`config.mk`:
```
export PLATFORM = sky130hd
export DESIGN_NAME = bisr_ru_allocator_flat
export DESIGN_NICKNAME = d
export VERILOG_FILES = /design/src/rtl/bisr_ru_allocator_if.sv /design/src/rtl/bisr_ru_allocator.sv /design/src/flat_wrapper.sv
export SDC_FILE = /design/constraint.sdc
export NUM_CORES = 1
export LEC_CHECK = 0
export ABC_AREA = 1
export CAP_MARGIN = 20
export CORE_UTILIZATION = 33
export CTS_BUF_LIST = sky130_fd_sc_hd__clkbuf_4
export CTS_CLUSTER_SIZE = 40
export DETAILED_ROUTE_END_ITERATION = 8
export PLACE_DENSITY = 0.54
export SETUP_SLACK_MARGIN = 0.05
export SKIP_LAST_GASP = 1
export SYNTH_ARGS = -nofsm -noshare
export SYNTH_HDL_FRONTEND = slang
export SYNTH_SLANG_ARGS = --single-unit
```
`constraint.sdc`:
```
create_clock -name clk -period 1.38 [get_ports clk]
set_input_delay 0.276 -clock clk [delete_from_list [all_inputs] [get_ports clk]]
set_output_delay 0.276 -clock clk [all_outputs]
set_load 0.01 [all_outputs]
```
`src/rtl/bisr_ru_allocator_if.sv`:
```
`default_nettype none
// ============================================================================
// Module : bisr_ru_allocator_if
// Brief  : STW fault-matrix input and redundant-unit assignment outputs.
// Rev    : 1.0
// ============================================================================
interface bisr_ru_allocator_if #(
  parameter int ROWS   = 4,
  parameter int COLS   = 4,
  parameter int NUM_RU = 4
);
  localparam int NUM_BITS_COLS = $clog2(COLS);
  localparam int CNT_W         = $clog2(COLS + 1);

  logic                            stw_complete;
  logic [ROWS*COLS-1:0]            stw_result_mat;
  logic [NUM_RU-1:0]               ru_en;
  logic [NUM_BITS_COLS*NUM_RU-1:0] ru_col_mapping;
  logic [COLS-1:0]                 col_remapped;
  logic [CNT_W-1:0]                fault_count;
  logic                            alloc_busy;
  logic                            alloc_done;
  logic                            alloc_overflow;

  modport master (
    output stw_complete, stw_result_mat,
    input  ru_en, ru_col_mapping, col_remapped, fault_count,
           alloc_busy, alloc_done, alloc_overflow
  );

  modport slave (
    input  stw_complete, stw_result_mat,
    output ru_en, ru_col_mapping, col_remapped, fault_count,
           alloc_busy, alloc_done, alloc_overflow
  );
endinterface
`default_nettype wire

```
`src/rtl/bisr_ru_allocator.sv`:
```
`default_nettype none
// ============================================================================
// Module : bisr_ru_allocator
// Brief  : Scans the latched STW fault matrix one column per cycle and hands
//          each faulty column the next free redundant unit.
// Rev    : 1.0
// ============================================================================
module bisr_ru_allocator #(
  parameter int ROWS   = 4,
  parameter int COLS   = 4,
  parameter int NUM_RU = 4
) (
  input  logic                clk,
  input  logic                rst,
  bisr_ru_allocator_if.slave  io
);
  localparam int NUM_BITS_COLS = $clog2(COLS);
  localparam int CNT_W         = $clog2(COLS + 1);
  localparam int RU_W          = $clog2(NUM_RU + 1);

  typedef enum logic [1:0] {
    S_IDLE = 2'd0,
    S_SCAN = 2'd1,
    S_DONE = 2'd2
  } state_t;

  state_t                          r_state;
  logic                            r_stw_prev;
  logic [ROWS*COLS-1:0]            r_mat;
  logic [NUM_BITS_COLS-1:0]        r_col_idx;
  logic [RU_W-1:0]                 r_next_ru;
  logic [NUM_RU-1:0]               r_ru_en;
  logic [NUM_BITS_COLS*NUM_RU-1:0] r_map;
  logic [COLS-1:0]                 r_col_remapped;
  logic [CNT_W-1:0]                r_fault_count;
  logic                            r_busy;
  logic                            r_done;
  logic                            r_overflow;

  logic                            w_start;
  logic [COLS-1:0]                 w_col_any;
  logic                            w_col_faulty;
  logic                            w_ru_avail;

  assign w_start    = io.stw_complete & ~r_stw_prev;
  assign w_ru_avail = (r_next_ru < RU_W'(NUM_RU));

  always_comb begin
    w_col_any = '0;
    for (int c = 0; c < COLS; c++) begin
      for (int r = 0; r < ROWS; r++) begin
        w_col_any[c] = w_col_any[c] | r_mat[r*COLS + c];
      end
    end
  end

  always_comb begin
    w_col_faulty = 1'b0;
    for (int c = 0; c < COLS; c++) begin
      if (r_col_idx == NUM_BITS_COLS'(c)) begin
        w_col_faulty = w_col_any[c];
      end
    end
  end

  // stw_prev resets high so a level already asserted at reset release is not a start.
  always_ff @(posedge clk or posedge rst) begin
    if (rst) begin
      r_state        <= S_IDLE;
      r_stw_prev     <= 1'b1;
      r_mat          <= '0;
      r_col_idx      <= '0;
      r_next_ru      <= '0;
      r_ru_en        <= '0;
      r_map          <= '0;
      r_col_remapped <= '0;
      r_fault_count  <= '0;
      r_busy         <= 1'b0;
      r_done         <= 1'b0;
      r_overflow     <= 1'b0;
    end else begin
      r_stw_prev <= io.stw_complete;
      if (w_start) begin
        r_state        <= S_SCAN;
        r_mat          <= io.stw_result_mat;
        r_col_idx      <= '0;
        r_next_ru      <= '0;
        r_ru_en        <= '0;
        r_map          <= '0;
        r_col_remapped <= '0;
        r_fault_count  <= '0;
        r_busy         <= 1'b1;
        r_done         <= 1'b0;
        r_overflow     <= 1'b0;
      end else begin
        case (r_state)
          S_SCAN: begin
            if (w_col_faulty) begin
              r_fault_count <= r_fault_count + CNT_W'(1);
              if (w_ru_avail) begin
                for (int i = 0; i < NUM_RU; i++) begin
                  if (r_next_ru == RU_W'(i)) begin
                    r_ru_en[i]                                  <= 1'b1;
                    r_map[i*NUM_BITS_COLS +: NUM_BITS_COLS]     <= r_col_idx;
                  end
                end
                for (int c = 0; c < COLS; c++) begin
                  if (r_col_idx == NUM_BITS_COLS'(c)) begin
                    r_col_remapped[c] <= 1'b1;
                  end
                end
                r_next_ru <= r_next_ru + RU_W'(1);
              end else begin
                // Unserved column keeps its faulty output; only flag it.
                r_overflow <= 1'b1;
              end
            end
            if (r_col_idx == NUM_BITS_COLS'(COLS - 1)) begin
              r_busy  <= 1'b0;
              r_done  <= 1'b1;
              r_state <= S_DONE;
            end else begin
              r_col_idx <= r_col_idx + NUM_BITS_COLS'(1);
            end
          end
          default: begin
          end
        endcase
      end
    end
  end

  assign io.ru_en          = r_ru_en;
  assign io.ru_col_mapping = r_map;
  assign io.col_remapped   = r_col_remapped;
  assign io.fault_count    = r_fault_count;
  assign io.alloc_busy     = r_busy;
  assign io.alloc_done     = r_done;
  assign io.alloc_overflow = r_overflow;
endmodule
`default_nettype wire
```
`src/flat_wrapper.sv`:
```
// flat-port wrapper written by rule: the top's interface ports become plain ports
module bisr_ru_allocator_flat 
#(
  parameter int ROWS   = 4,
  parameter int COLS   = 4,
  parameter int NUM_RU = 4
)
  (clk, rst, io_stw_complete, io_stw_result_mat, io_ru_en, io_ru_col_mapping, io_col_remapped, io_fault_count, io_alloc_busy, io_alloc_done, io_alloc_overflow);
  bisr_ru_allocator_if #(.ROWS(ROWS), .COLS(COLS), .NUM_RU(NUM_RU)) io_i ();
  input  logic clk;
  input  logic rst;
  input wire logic [$bits(io_i.stw_complete)-1:0] io_stw_complete;
  input wire logic [$bits(io_i.stw_result_mat)-1:0] io_stw_result_mat;
  output wire logic [$bits(io_i.ru_en)-1:0] io_ru_en;
  output wire logic [$bits(io_i.ru_col_mapping)-1:0] io_ru_col_mapping;
  output wire logic [$bits(io_i.col_remapped)-1:0] io_col_remapped;
  output wire logic [$bits(io_i.fault_count)-1:0] io_fault_count;
  output wire logic [$bits(io_i.alloc_busy)-1:0] io_alloc_busy;
  output wire logic [$bits(io_i.alloc_done)-1:0] io_alloc_done;
  output wire logic [$bits(io_i.alloc_overflow)-1:0] io_alloc_overflow;
  assign io_i.stw_complete = io_stw_complete;
  assign io_i.stw_result_mat = io_stw_result_mat;
  assign io_ru_en = io_i.ru_en;
  assign io_ru_col_mapping = io_i.ru_col_mapping;
  assign io_col_remapped = io_i.col_remapped;
  assign io_fault_count = io_i.fault_count;
  assign io_alloc_busy = io_i.alloc_busy;
  assign io_alloc_done = io_i.alloc_done;
  assign io_alloc_overflow = io_i.alloc_overflow;
  bisr_ru_allocator #(.ROWS(ROWS), .COLS(COLS), .NUM_RU(NUM_RU)) u_core (.clk(clk), .rst(rst), .io(io_i));
endmodule
```
# After elaboration in Yosys (flattened, before gate mapping)
# Cells that the tools add are included.
totals:
  mem_bits_ro: 0
  latchBits: 0
  inputBits: 19
  word_cells: 124
  regBits: 46
  out_inout_bits: 22
  mem_bits_rw: 0
  mem_count: 0
classes:
  add_sub_neg: 3
  n_mul: 0
  n_lt_le_gt_ge: 1
  muxes: 50
  div: 0
  n_reduce_logical: 26
  n_bitwise: 14
  shifts: 0
  eq_ne: 9
ops:
  columns: ["cell", "count"]
  rows:
  - ["$mux 4", 8]
  - ["$mux 8", 4]
  - ["$reduce_and 4->1", 8]
  - ["$reduce_bool 2->1", 11]
  - ["$mux 1", 21]
  - ["$mux 3", 7]
  - ["$mux 2", 10]
  - ["$or 1x1->1", 12]
  - ["$add 3x1->3 const B", 2]
  - ["$eq 3x2->1 const B", 2]
  - ["$reduce_and 2->1", 3]
  - ["$reduce_and 3->1", 2]
  - ["$eq 2x1->1 const B", 2]
  - ["$eq 2x2->1 const B", 2]
  - ["$ne 2x1->1 const B", 2]
  - ["$eq 3x1->1 const B", 1]
  - ["$logic_not 3->1", 1]
  - ["$lt 3x3->1 const B", 1]
  - ["$add 2x1->2 const B", 1]
  - ["$logic_not 2->1", 1]
  - ["$and 1x1->1", 1]
  - ["$not 1->1", 1]

# Logic depth before layout (Yosys ltp)
logic_depth:
  ltp_word: 10
  mapped_depth: 12
  ltp_nobuf: 12

# Least setup slack after synthesis
# OpenSTA, ideal clock, no wires.
synth_path:
  path_kind: "flip-flop to flip-flop"
  startpoint: "reg u_core.r_col_idx[0]"
  endpoint: "reg u_core.r_map[0] (netlist: u_core.io.ru_col_mapping[0])"
  setup_slack_ns: -0.097
  t_arrival_ns: 1.358
  stages_incl_launch_ff: 13
  setup_ns: 0.118
  t_required_ns: 1.262
  cell_sequence: "dfrtp_1 -> inv_1 -> ha_1 -> inv_1 -> nor2_1 -> nand2_1 -> nand2_1 -> nand2_1 -> nand2_1 -> buf_6 -> nand4_2 -> nand2_1 -> nand2_1"
synth_between:
  elab_chain_len: 7
  elab_cells_between_ends: 15
  classes_between: "3 x eq/ne; 9 x mux; 3 x reduce/logical"
synth_rtl:
  columns: ["element", "line", "text"]
  rows:
  - ["start: declaration", "bisr_ru_allocator.sv:30", "logic [NUM_BITS_COLS-1:0] r_col_idx;"]
  - ["start signal: assignment", "bisr_ru_allocator.sv:123", "r_col_idx <= r_col_idx + NUM_BITS_COLS'(1);"]
  - ["$logic_not 2->1", "bisr_ru_allocator.sv:60", "if (r_col_idx == NUM_BITS_COLS'(c)) begin"]
  - ["$mux 1 (4 in series)", "bisr_ru_allocator.sv:60", null]
  - ["$reduce_bool 2->1 (no source line)", null, null]
  - ["$reduce_and 4->1 (no source line)", null, null]
  - ["end signal: indexed assignment", "bisr_ru_allocator.sv:104", "r_map[i*NUM_BITS_COLS +: NUM_BITS_COLS] <= r_col_idx;"]
  - ["end: declaration", "bisr_ru_allocator.sv:33", "logic [NUM_BITS_COLS*NUM_RU-1:0] r_map;"]
# Several ways; a longest one is shown, not always the timed one. The select of a mux whose other input is x is not followed.
# A chain may end at the register's enable or synchronous reset.

# Final worst setup path
layout_path:
  startpoint: "reg u_core.r_col_idx[0]"
  endpoint: "reg u_core.r_next_ru[0]"
layout_between:
  elab_chain_len: 7
  elab_cells_between_ends: 10
  classes_between: "3 x eq/ne; 4 x mux; 3 x reduce/logical"
layout_rtl:
  columns: ["element", "line", "text"]
  rows:
  - ["$logic_not 2->1", "bisr_ru_allocator.sv:60", null]
  - ["$mux 1 (3 in series)", "bisr_ru_allocator.sv:60", null]
  - ["$mux 1 *", "bisr_ru_allocator.sv:60", null]
  - ["$reduce_bool 2->1 (no source line) *", null, null]
  - ["$reduce_and 3->1 (no source line) *", null, null]
  - ["end signal: assignment", "bisr_ru_allocator.sv:112", "r_next_ru <= r_next_ru + RU_W'(1);"]
  - ["end: declaration", "bisr_ru_allocator.sv:31", "logic [RU_W-1:0] r_next_ru;"]
# Every way passes the cells marked *; elsewhere a longest branch is shown, timed or not.

==> flow_summary.toml <==
[run_status]
status = "finished with violations"
violations = "setup timing"

[timing]
fin_crit_ps = 1650
setup_viol = 23
fmax_mhz = 605
hold_violations = 0
tightestPinTransition_ps = 389
setup_slack_ps = -272
skew_ps = 5.73
finalMaxSlewViolations = 0
rsz0062_at_grt = "true"
slew_headroom = 0.739
post-route-period-util = 1.20

[worst_setup_path]
cpPeakStageDelay_ps = 440
cp_max_fo = 5
required_ps = 1630
rr_startpoint = "u_core.r_col_idx[0]$_DFFE_PP0P_"
cp_cell_sequence = "ha_1 -> inv_1 -> nand2_2 -> a21oi_4 -> nand2_4 -> buf_12 -> nand2_8 -> nor2_4 -> nand2_1 -> o21ai_1"
critPathKind = "reg -> reg"
timing.rr.end = "u_core.r_next_ru[0]$_DFFE_PP0P_"
critPathSlowestCell = "dfrtp_1"
worstRegToRegCells = 10
crit_arrival_ps = 1900
cp-end-kind = "flip-flop"
worstSetupStartpointType = "flip-flop"
r2r_slack_ps = -270

[power_and_ir_drop]
netSwitchingFraction = 0.391
p_int_uw = 3790
power_switching_uw = 2440
p_seq_frac = 0.306
p_per_area_nw_per_um2 = 1880
p_leak_uw = 0.00166
combPwrFrac = 0.591
finalPower_uw = 6230
power_frac_clock = 0.103
ir_drop_mv = 1.04

[place]
dp_hpwl_um = 3410
port_buffers = 40
place_ws_ps = -475
gp_congestion = 0.774

[flow_run]
maxCapViolCount = 0

[clocking]
root_buffer = "clkbuf_4"
hold_buffers = 0
path_clk_slew_ps = 130
cts_buffers = 5
cts_tree = "yes"
cts.htree.levels = 2
clk_latency_ps = 350
clockBufferDepth = 2
cts_sinks = 44

[global_route]
grt_max_degree = 45
grt_usage = 0.156
grt_pass1_vias = 1943
gr-total-overflow = 0
grt_pass1_wl_um = 8910
antenna_found_initial = 0

[floorplanning]
dieWidth_um = 83.8
initial_core_util = 0.346
top_level_ports = 41
core_sq_um = 6390
rows = 29
die_h_um = 83.8
die_area_sq_um = 7020

[final_layout]
n_fill_cell = 622
antennaDiodeCount = 0
drive_gt1_frac = 0.292
area_delta_synth_final_pct = 50.2
final_net_count = 367

[routing]
antenna_left = 0
routedWlPerCell_um = 12.2
vias = 1907
drc = 0
vias_per_cell = 4.58
first_pass_iters = 4
drtIter0Drc = 97
drt-total-wl_um = 5080

[worst_hold_path]
hp-class = "in -> async"

[synth]
ys_ff_latch = 44
synth_area_per_cell_sq_um = 8.72
ys_warn_count = 0
seq_area_frac_synth = 0.499
synth_fp_nets = 282
synth_area_sq_um = 2210
syn_inst = 253
synth_cell_types = 29
==> critical path: cells and delay by family (launching register included) <==
| kind | cells | cell delay, ps |
|---|---|---|
| and+or+nand+nor | 5 | 370 |
| DFF | 1 | 440 |
| adders and majority gates | 1 | 270 |
| buffers and inverters | 2 | 230 |
| AOI/OAI and AO/OA | 2 | 250 |
==> cells by family after synthesis <==
kind of cell / share of synthesized area
DFF: 0.499
adders and majority gates: 0.0567
buffers and inverters: 0.0703
xor gates and xnor gates: 0.00397
and+or+nand+nor: 0.320
AOI/OAI and AO/OA: 0.0499
==> layout by cell type, fill, tap and decap left out, types with 5 or more instances in the layout <==
master	Yosys	routed
nand2_2	2	7
clkbuf_4	0	7
o21ai_1	3	6
nor2_1	20	17
nand2_1	91	82
clkdlybuf4s15_1	0	21
clkdlybuf4s50_1	0	18
buf_12	0	6
buf_4	1	37
or2_2	5	5
dfrtp_1	43	43
ha_1	10	8
inv_1	19	14
nand4_1	19	19
==> layout make-up <==
class                           instances  area (sq um)  share of cell area
Sequential cell                        44          1100               0.332
Multi-Input combinational cell        177          1080               0.325
Timing Repair Buffer                   89           896               0.270
Tap cell                               77          96.3              0.0291
Inverter                               21          86.3              0.0260
Clock buffer                            7          52.6              0.0158
Clock inverter                          1          3.75             0.00113
==> state kept, by name (all words and copies together), names as in the netlist <==
signal	cells
u_core.r_mat	16
u_core.io.ru_col_mapping	8
u_core.io.col_remapped	4
u_core.io.ru_en	4
u_core.io.fault_count	3
u_core.r_next_ru	3
u_core.r_col_idx	2
u_core.io.alloc_done	1
u_core.io.alloc_overflow	1
u_core.r_state	1
u_core.r_stw_prev	1
==> metrics by stage <==
stage	utilization	cell area, sq um	hold WS (ps)	TNS, ps	instances
after floorplan	-	2230	280	-872	253
after global placement	0.456	2910	463	-10500	387
after detailed placement	0.456	2910	466	-11460	387
after CTS	0.498	3180	258	-4130	411
after global routing	0.519	3320	279	-7730	416
final	0.519	3320	249	-4590	416
==> worst max-delay path by stage <==
stage / startpoint / to / slack [ps] / depth (start not counted)
final: u_core.r_col_idx[0]$_DFFE_PP0P_ / u_core.r_next_ru[0]$_DFFE_PP0P_ / -270 / 10
after global routing: u_core.r_col_idx[1]$_DFFE_PP0P_ / u_core.r_next_ru[0]$_DFFE_PP0P_ / -400 / 13
after CTS: u_core.r_col_idx[0]$_DFFE_PP0P_ / u_core.io.alloc_overflow$_DFFE_PP0P_ / -240 / 11
after detailed placement: io_stw_complete / u_core.io.col_remapped[0]$_DFFE_PP0P_ / -480 / 7
after global placement: io_stw_complete / u_core.io.fault_count[2]$_DFFE_PP0P_ / -450 / 9
after floorplan: u_core.r_col_idx[0]$_DFFE_PP0P_ / u_core.io.ru_col_mapping[2]$_DFFE_PP0P_ / -60 / 12
==> Yosys cell counts <==
cell	count	share of area
nand3_1	2	0.0045
nand4_1	19	0.054
nand4_2	2	0.011
nor3_1	1	0.0023
o21bai_1	1	0.0034
nand4_4	2	0.019
o21ai_1	3	0.0068
a21oi_2	4	0.016
nor2_1	20	0.034
o21ai_0	5	0.011
nor2_8	1	0.0091
buf_2	5	0.011
or2_2	5	0.014
buf_6	3	0.015
nand2_2	2	0.0057
xnor2_1	1	0.0040
inv_4	1	0.0028
a21oi_1	4	0.0091
inv_1	19	0.032
dfstp_2	1	0.012
dfrtp_1	43	0.49
inv_2	1	0.0017
o31ai_1	1	0.0034
clkbuf_1	2	0.0034
nand2_4	1	0.0051
nand2_1	91	0.15
buf_4	1	0.0034
nor2_2	2	0.0057
ha_1	10	0.057
==> timing repair <==
action | CTS | global route
buffers inserted | 15 | 5
gates resized for setup | 50 | 30
cloned | 1 | 1
pin swaps | 4 | 18
endpoints found under the setup margin | 47 | 45
endpoints found under the hold margin | 0 | 0
==> routing by layer <==
metal	global-route usage	up-vias	routed length (um)
li1	-	981	-
met1	0.207	894	2530
met2	0.257	25	2330
met3	0.0287	7	131
met4	0.0524	0	88
met5	0	-	0
==> power groups by stage <==
stage                     Sequential [uW]  Combinational (uW)  Clock [uW]
after global routing                 1960                4030         721
after floorplan                      2030                1630           0
after CTS                            1900                3280         669
after detailed placement             1960                2970           0
after global placement               1950                2940           0
final                                1910                3680         640
No activity file was read; power rests on OpenSTA's default activity.
